--- config.mk ---
export PLATFORM = sky130hd
export DESIGN_NAME = memory_access_unit
export DESIGN_NICKNAME = d
export VERILOG_FILES = /design/src/rtl/memory_access_unit_pkg.sv /design/src/rtl/mau_extend.sv /design/src/rtl/memory_access_unit.sv
export SDC_FILE = /design/constraint.sdc
export NUM_CORES = 1
export LEC_CHECK = 0
export CORE_MARGIN = 2
export CORE_UTILIZATION = 49
export CTS_CLUSTER_DIAMETER = 60
export DETAILED_ROUTE_END_ITERATION = 7
export GPL_ROUTABILITY_DRIVEN = 1
export PLACE_DENSITY = 0.81
export SLEW_MARGIN = 25
export SYNTH_ARGS = -nofsm -noshare
export SYNTH_HDL_FRONTEND = slang
export SYNTH_SLANG_ARGS = --single-unit
export TNS_END_PERCENT = 100
--- constraint.sdc ---
create_clock -name clk -period 3.69 [get_ports clk]
set_input_delay 0.9225 -clock clk [delete_from_list [all_inputs] [get_ports clk]]
set_output_delay 0.9225 -clock clk [all_outputs]
set_load 0.03 [all_outputs]
--- src/rtl/memory_access_unit_pkg.sv ---
// Shared definitions for the memory access unit: size encodings, FSM states,
// the latched request record and small size/alignment helpers.
// Imported by memory_access_unit and mau_extend.
package memory_access_unit_pkg;

    localparam logic [1:0] SZ_BYTE    = 2'b00;
    localparam logic [1:0] SZ_HALF    = 2'b01;
    localparam logic [1:0] SZ_WORD    = 2'b10;
    localparam logic [1:0] SZ_ILLEGAL = 2'b11;

    localparam int unsigned MEM_BYTES_DEFAULT = 4096;

    typedef enum logic [1:0] {
        ST_IDLE   = 2'd0,
        ST_ACCESS = 2'd1,
        ST_RESP   = 2'd2
    } state_t;

    // Request as captured at acceptance.
    typedef struct packed {
        logic        write;
        logic [1:0]  size;
        logic        is_unsigned;
        logic [31:0] addr;
        logic [31:0] wdata;
    } req_t;

    // Number of bytes touched; the illegal encoding is faulted before use.
    function automatic logic [2:0] size_nbytes(input logic [1:0] size);
        case (size)
            SZ_BYTE: size_nbytes = 3'd1;
            SZ_HALF: size_nbytes = 3'd2;
            default: size_nbytes = 3'd4;
        endcase
    endfunction

    // Index of the final byte beat of a split access.
    function automatic logic [1:0] last_beat_idx(input logic [1:0] size);
        case (size)
            SZ_BYTE: last_beat_idx = 2'd0;
            SZ_HALF: last_beat_idx = 2'd1;
            default: last_beat_idx = 2'd3;
        endcase
    endfunction

    function automatic logic is_misaligned(input logic [1:0] size, input logic [1:0] addr_lo);
        case (size)
            SZ_HALF: is_misaligned = addr_lo[0];
            SZ_WORD: is_misaligned = |addr_lo;
            default: is_misaligned = 1'b0;
        endcase
    endfunction

endpackage

--- src/rtl/mau_extend.sv ---
// Purpose: size-dependent sign/zero extension of assembled load data.
// Latency: combinational.  Backpressure: none (pure function).
// Ports: raw (assembled little-endian bytes), size, is_unsigned -> data (extended result).
module mau_extend
    import memory_access_unit_pkg::*;
(
    input  logic [31:0] raw,
    input  logic [1:0]  size,
    input  logic        is_unsigned,
    output logic [31:0] data
);

    logic sgn;
    assign sgn = ~is_unsigned;

    always_comb begin
        data = raw;
        case (size)
            SZ_BYTE: data = {{24{sgn & raw[7]}}, raw[7:0]};
            SZ_HALF: data = {{16{sgn & raw[15]}}, raw[15:0]};
            default: data = raw;
        endcase
    end

endmodule

--- src/rtl/memory_access_unit.sv ---
// Purpose: single-outstanding load/store initiator onto a byte-addressed memory, splitting misaligned accesses.
// Latency: fault 1 cycle, aligned 2 cycles, split access nbytes+1 cycles from request acceptance.
// Backpressure: req_ready only in IDLE; response is held until resp_ready.
// Ports: clk/rst (sync, active-high); req_* request handshake; resp_* response handshake;
//        memory_* drive the memory, memory_data_out is its combinational read data.
module memory_access_unit
    import memory_access_unit_pkg::*;
#(
    parameter int unsigned MEM_BYTES        = MEM_BYTES_DEFAULT,
    parameter bit          SPLIT_MISALIGNED = 1'b1
) (
    input  logic        clk,
    input  logic        rst,
    input  logic        req_valid,
    output logic        req_ready,
    input  logic        req_write,
    input  logic [1:0]  req_size,
    input  logic        req_unsigned,
    input  logic [31:0] req_addr,
    input  logic [31:0] req_wdata,
    output logic        resp_valid,
    input  logic        resp_ready,
    output logic [31:0] resp_rdata,
    output logic        resp_fault,
    output logic        memory_write,
    output logic [31:0] memory_addr,
    output logic [1:0]  memory_size,
    output logic        memory_unsigned,
    output logic [31:0] memory_data_in,
    input  logic [31:0] memory_data_out
);

    state_t      state, state_nxt;
    req_t        req_q;
    logic        misaligned_q;
    logic [1:0]  beat_q;
    logic [31:0] asm_q;
    logic [31:0] rdata_q;
    logic        fault_q;

    logic        accept;
    logic [32:0] req_end;
    logic        req_misaligned;
    logic        req_fault;
    logic        last_beat;
    logic [31:0] asm_nxt;
    logic [31:0] ext_data;

    assign accept         = req_valid & req_ready;
    // 33-bit end address so a request near 2^32 cannot wrap into range.
    assign req_end        = {1'b0, req_addr} + {30'b0, size_nbytes(req_size)};
    assign req_misaligned = is_misaligned(req_size, req_addr[1:0]);
    assign req_fault      = (req_size == SZ_ILLEGAL)
                          | (req_end > 33'(MEM_BYTES))
                          | (req_misaligned & ~SPLIT_MISALIGNED);

    assign last_beat = ~misaligned_q | (beat_q == last_beat_idx(req_q.size));

    // Split accesses return one byte per beat in the low lane; merge it into
    // its final byte position. Aligned accesses take the memory word as is.
    always_comb begin
        asm_nxt = memory_data_out;
        if (misaligned_q) begin
            asm_nxt = asm_q;
            asm_nxt[{beat_q, 3'b000} +: 8] = memory_data_out[7:0];
        end
    end

    mau_extend u_extend (
        .raw         (asm_nxt),
        .size        (req_q.size),
        .is_unsigned (req_q.is_unsigned),
        .data        (ext_data)
    );

    // FSM state register
    always_ff @(posedge clk) begin
        if (rst) begin
            state <= ST_IDLE;
        end else begin
            state <= state_nxt;
        end
    end

    // FSM next state
    always_comb begin
        state_nxt = state;
        case (state)
            ST_IDLE:   if (accept) state_nxt = req_fault ? ST_RESP : ST_ACCESS;
            ST_ACCESS: if (last_beat) state_nxt = ST_RESP;
            ST_RESP:   if (resp_ready) state_nxt = ST_IDLE;
            default:   state_nxt = ST_IDLE;
        endcase
    end

    // Request capture, beat sequencing and response data
    always_ff @(posedge clk) begin
        if (rst) begin
            req_q        <= '0;
            misaligned_q <= 1'b0;
            beat_q       <= 2'd0;
            asm_q        <= '0;
            rdata_q      <= '0;
            fault_q      <= 1'b0;
        end else begin
            case (state)
                ST_IDLE: begin
                    if (accept) begin
                        req_q.write       <= req_write;
                        req_q.size        <= req_size;
                        req_q.is_unsigned <= req_unsigned;
                        req_q.addr        <= req_addr;
                        req_q.wdata       <= req_wdata;
                        misaligned_q      <= req_misaligned;
                        beat_q            <= 2'd0;
                        asm_q             <= '0;
                        rdata_q           <= '0;
                        fault_q           <= req_fault;
                    end
                end
                ST_ACCESS: begin
                    asm_q  <= asm_nxt;
                    beat_q <= beat_q + 2'd1;
                    if (last_beat) begin
                        rdata_q <= req_q.write ? 32'd0 : ext_data;
                    end
                end
                ST_RESP: begin
                    if (resp_ready) begin
                        rdata_q <= '0;
                        fault_q <= 1'b0;
                    end
                end
                default: ;
            endcase
        end
    end

    assign req_ready  = (state == ST_IDLE);
    assign resp_valid = (state == ST_RESP);
    assign resp_rdata = rdata_q;
    assign resp_fault = fault_q;

    // Extension is done here, so the memory is always asked for raw bytes.
    assign memory_unsigned = 1'b1;

    always_comb begin
        memory_write   = 1'b0;
        memory_addr    = '0;
        memory_size    = SZ_WORD;
        memory_data_in = '0;
        if (state == ST_ACCESS) begin
            memory_write = req_q.write;
            if (misaligned_q) begin
                memory_addr    = req_q.addr + {30'b0, beat_q};
                memory_size    = SZ_BYTE;
                memory_data_in = {24'b0, req_q.wdata[{beat_q, 3'b000} +: 8]};
            end else begin
                memory_addr    = req_q.addr;
                memory_size    = req_q.size;
                memory_data_in = req_q.wdata;
            end
        end
    end

endmodule

Word level (Yosys, flattened, before mapping)
Index checks and enable logic that the tools add are counted.
- magnitude comparators: 1
- add/subtract/negate cells: 4
- mux-type cells: 29
- reductions and logical operators: 12
- eq/ne operators: 10
- bitwise logic cells: 7
- shifts and indexed selects: 3
- operator list (cell ; number):
    32-bit 2-to-1 mux ; 9
    32-bit one-hot mux with 2 select lines ; 2
    32-bit one-hot mux with 3 select lines ; 1
    32-bit by 3-bit adder with 33-bit output ; 1
    33-bit by 13-bit > comparator with 1-bit output, second input constant ; 1
    32-bit by 2-bit adder with 32-bit output ; 1
    32-bit bitwise mux ; 1
    8-bit by 7-bit variable shift with 32-bit output, first input constant ; 1
    32-bit by 6-bit variable part select with 8-bit output ; 1
    8-bit by 7-bit variable part select with 32-bit output ; 1
    2-bit 2-to-1 mux ; 7
    2-bit one-hot mux with 2 select lines ; 2
    5-bit negation with 7-bit output ; 1
    2-bit by 1-bit equality test with 1-bit output, second input constant ; 3
    2-bit equality test, second input constant ; 3
    2-bit logical NOT ; 3
    2-bit one-hot mux with 3 select lines ; 1
    3-bit one-hot mux with 2 select lines ; 1
    3-bit AND reduction ; 2
    2-bit by 1-bit inequality test with 1-bit output, second input constant ; 2
    1-bit one-hot mux with 2 select lines ; 2
    2-bit AND reduction ; 2
    4-bit AND reduction ; 1
    2-bit nonzero test ; 2
    other kinds (9) ; 15
- output and inout port bits: 103
- input bits: 104
- logic and storage cells: 77
- flip-flop bits (word level): 138

Depth between registers and ports, before layout
- depth in word-level cells: 9
- gate-level depth with buffers: 13
- gate-level depth less buffers: 12

Hierarchy
A second synthesis with hierarchy kept.
- cell total of the unflattened synthesis: 1141
- area, all modules: 8034.0 sq um
- modules (own cells, without submodules) (module ; times used ; cells an instance ; area each (sq um) ; sequential area each (sq um)):
    memory_access_unit ; 1 ; 1074 ; 7678.6 ; 2762.6
    mau_extend ; 1 ; 67 ; 355.3 ; 0.0

Worst setup path before layout
Ideal clock, no wire load.
- path type: register -> output
- from: reg beat_q[1]
- to: out memory_addr[26]
- data required time: 2.768 ns
- path slack: -0.030 ns
- cell stages (with the launch flop): 10
- buffers on the path: 1
- arrival: 2.798 ns
- cells stage by stage: dfxtp_1 > inv_1 > clkbuf_1 > fa_1 > and3b_1 > nand3_1 > nor4_1 > nand2_1 > or3_1 > a21oi_1
- cells in the longest elaborated chain, start to end: 3
- ends and longest elaborated chain (element ; line ; source):
    from (decl) ; memory_access_unit.sv:36 ; logic [1:0] beat_q;
    from (signal assigned) ; memory_access_unit.sv:123 ; beat_q <= beat_q + 2'd1;
    32-bit by 2-bit adder with 32-bit output ; memory_access_unit.sv:155 ; memory_addr = req_q.addr + {30'b0, beat_q};
    32-bit 2-to-1 mux ; memory_access_unit.sv:154 ; if (misaligned_q) begin
    32-bit 2-to-1 mux ; memory_access_unit.sv:152 ; if (state == ST_ACCESS) begin
    to (decl) ; memory_access_unit.sv:26 ; output logic [31:0] memory_addr,
Every way passes these cells.

Final worst setup path
- from: reg req_q[32] in the netlist's numbering
- to: out memory_addr[26]
- cells in the longest elaborated chain, start to end: 3
- ends and longest elaborated chain (element ; line ; source):
    from (decl) ; memory_access_unit.sv:34 ; req_t req_q;
    32-bit by 2-bit adder with 32-bit output ; memory_access_unit.sv:155 ;
    32-bit 2-to-1 mux ; memory_access_unit.sv:154 ;
    32-bit 2-to-1 mux ; memory_access_unit.sv:152 ;
Every way passes these cells.

==> results.py <==
metrics = {
    "run_status": {
        "status": "complete, no violations",
    },
    "final_layout": {
        "mostFrequentLayoutCells": "nand2_1 (215), clkdlybuf4s50_1 (151), dfxtp_1 (133), a21oi_1 (121), nor2_1 (107)",
        "drive_above_1_share_pct": 13.4,
        "area_growth_pct": 37.7,
        "postLayoutCoreUtil_pct": 69.5,
        "final_net_count": 1365,
        "nFillCells": 1343,
        "diodes": 0,
        "layout_commonest_cell": "nand2_1",
    },
    "global_route": {
        "antenna_found_initial": 0,
        "grt_first_pass_wirelength_um": 38200,
        "first_global_vias": 7814,
        "grt_use_total_pct": 28.4,
        "grt_util_met2_pct": 48.1,
        "grt-ovfl-total": 0,
        "met3_usage_pct": 6.11,
        "use_met1_pct": 35.1,
        "busiest_layer": "met2",
        "grt_max_degree": 81,
    },
    "floorplan": {
        "die_y_um": 130,
        "initial_utilization_pct": 50.5,
        "num_io_pins": 207,
        "core_um2": 15300,
        "chipWidth_um": 130,
        "dieArea_um2": 16800,
        "row_count": 45,
    },
    "yosys": {
        "synthCells": 1057,
        "synth_top_cells_by_area": "dfxtp_1 (36%), nand2_1 (11%), a21oi_1 (8.0%)",
        "yosysSeqAreaShare_pct": 35.7,
        "synth-seq-cells": 138,
        "yosysWarnings": 0,
        "synth-edff-count": 0,
        "syn_nets": 1178,
        "avgSynthCellArea_um2": 7.31,
        "yosys.area.top_type_share_pct": 35.7,
        "synth_ff_type": "dfxtp_1",
        "synth.largest_area_cell": "dfxtp_1",
        "synthArstFlopShare_pct": 0,
        "netlist_area_um2": 7730,
        "synth_cell_types": 62,
    },
    "worst_setup_path": {
        "critPathArrivalTime_ps": 2760,
        "slowest_delay_ps": 360,
        "crit_chain": "ha_4 -> inv_2 -> fa_2 -> and3b_2 -> nand3_4 -> nor4_4 -> buf_4 -> nand2_4 -> or3_1 -> a21oi_2 -> buf_6",
        "endpoint_kind": "primary output",
        "critPathTopFamily": "simple AND/OR/NAND/NOR gates",
        "cp.required_ps": 2770,
        "path_class": "reg2out",
        "start_kind": "flip-flop",
        "cp_max_fo": 4,
        "cpMaxStageDelayCell": "dfxtp_2",
        "path_buf_inv": 3,
    },
    "placement": {
        "io_buffers": 205,
        "place_ws_ps": -297,
        "gp_congestion": 0.899,
        "dp_hpwl_um": 16900,
    },
    "clock_network": {
        "path_clk_slew_ps": 60,
        "clk_latency_ps": 420,
        "h-tree-depth": 4,
        "cts_max_path_buffers": 2,
        "cts_buffers": 17,
        "cts_tree": "done",
        "root_buffer": "clkbuf_16",
        "cts_num_sinks": 138,
        "ctsHoldBuffers": 0,
    },
    "sta": {
        "hold_viol": 0,
        "holdWs_ps": 452,
        "fmax_ghz": 0.272,
        "setup_ws_ps": 9.41,
        "fin_worst_skew_ps": 7.92,
        "min_period_ps": 3680,
        "worst_pin_slew_ps": 742,
        "setup_tns_ps": 0,
        "period_share_pct": 99.7,
        "final-max-slew-violation-count": 0,
        "setup_viol": 0,
        "slew_headroom_pct": 50.2,
        "rsz0062_at_grt": "yes",
    },
    "route": {
        "drt_wl_total_um": 24200,
        "route.detailed.drc": 0,
        "dr.pass1.iters": 6,
        "vias": 8305,
        "wire_per_inst_um": 16.5,
        "drtIter0Drc": 681,
        "drt.antenna.violating_nets": 0,
        "vias_per_cell": 5.66,
    },
    "power_and_ir_drop": {
        "irDropWorstVdd_mv": 0.351,
        "p_per_area_nw_per_um2": 352,
        "p_leak_nw": 3.98,
    },
    "flow_run": {
        "drv_cap": 0,
    },
    "hold_path": {
        "hold_path_class": "reg2reg",
    },
}
through the flow:
step	power, mW	area, um^2	std cells
3_5_place_dp	2.08	9940	1433
2_1_floorplan	1.85	7730	1057
4_1_cts	3.75	10600	1467
5_1_grt	3.88	10600	1468
3_3_place_gp	2.08	9940	1433
6_report	3.75	10600	1468
sequential cells by signal, summed over array words and instances, names as in the netlist:
| signal | cells |
|---|---|
| req_q | 68 |
| resp_rdata | 32 |
| asm_q | 32 |
| beat_q | 2 |
| state | 2 |
| misaligned_q | 1 |
| resp_fault | 1 |
worst register-to-register path, stage by stage (launching register included):
cell and delay (ps):
dfxtp_2 350, buf_4 270, inv_2 130, ha_1 380
o31ai_2 670, a22oi_1 260, nor2b_1 200, a211oi_1 260
o21a_4 300, a22oi_1 110, nor2_1 110
report_power, final:
| group | internal, mW | switching (mW) |
|---|---|---|
| registers | 1.54 | 0.0465 |
| clock network | 1.03 | 0.643 |
| logic | 0.216 | 0.269 |
synth_stat cells, types with 5 or more instances:
| cell | instances |
|---|---|
| nor3_1 | 11 |
| a21oi_1 | 123 |
| and4_1 | 5 |
| a211oi_1 | 11 |
| o22ai_1 | 8 |
| and3_1 | 9 |
| o21a_1 | 17 |
| ha_1 | 15 |
| a31oi_1 | 13 |
| buf_1 | 12 |
| a22oi_1 | 32 |
| nand2_1 | 217 |
| and2_1 | 28 |
| nor2_1 | 110 |
| dfxtp_1 | 138 |
| nand3_1 | 44 |
| a211o_1 | 7 |
| o21ai_0 | 36 |
| nand4_1 | 14 |
| a22o_1 | 8 |
| clkbuf_1 | 59 |
| nor2b_1 | 32 |
| xor2_1 | 19 |
| mux2_2 | 8 |
| inv_1 | 8 |
| xnor2_1 | 14 |
| nor4_1 | 6 |
layer usage:
layer / wire length [um] / vias up
met3: 1620 / 55
met4: 641 / 0
met5: 0 / -
li1: - / 4040
met1: 10200 / 3903
met2: 11700 / 307
cell families (layout without fill, tap and decap cells):
kind of cell | count (synthesis) | after routing | share of synthesized area, %
buffers and inverters | 86 | 286 | 4.39
adders and majority gates | 17 | 17 | 2.95
and+or+nand+nor | 495 | 495 | 29.5
xor gates and xnor gates | 33 | 33 | 3.74
DFF | 138 | 138 | 35.7
muxes | 12 | 12 | 1.68
AOI/OAI and AO/OA | 275 | 275 | 21.9
other | 1 | 1 | 0.0485
path summary, 6_finish.rpt:
kind              depth (start not counted)  slack (ps)       from               to
hold reg to reg                           2         450   req_q[1]         req_q[1]
setup reg to reg                         10         600  beat_q[0]   resp_rdata[24]
hold / removal                            2         450   req_q[1]         req_q[1]
setup / recovery                         11           9  req_q[32]  memory_addr[26]
cell type report:
type                       count  area, um^2  area share (%)
clock buffer                  22         464            4.36
clock inverter                10         118            1.11
inverter                       9        33.8           0.317
multi-input combinational    833        4730            44.5
sequential                   138        2770            26.0
tap                          211         264            2.48
timing repair buffer         245        2260            21.3
repair_timing:
item | in CTS | in global routing
gates resized for setup | 12 | 16
setup buffers | 2 | 1
hold endpoints to repair | 0 | 0
gates cloned | 0 | 0
setup endpoints to repair | 7 | 15
pin swaps | 3 | 7
Note: power is estimated with default switching activity, not from simulation.
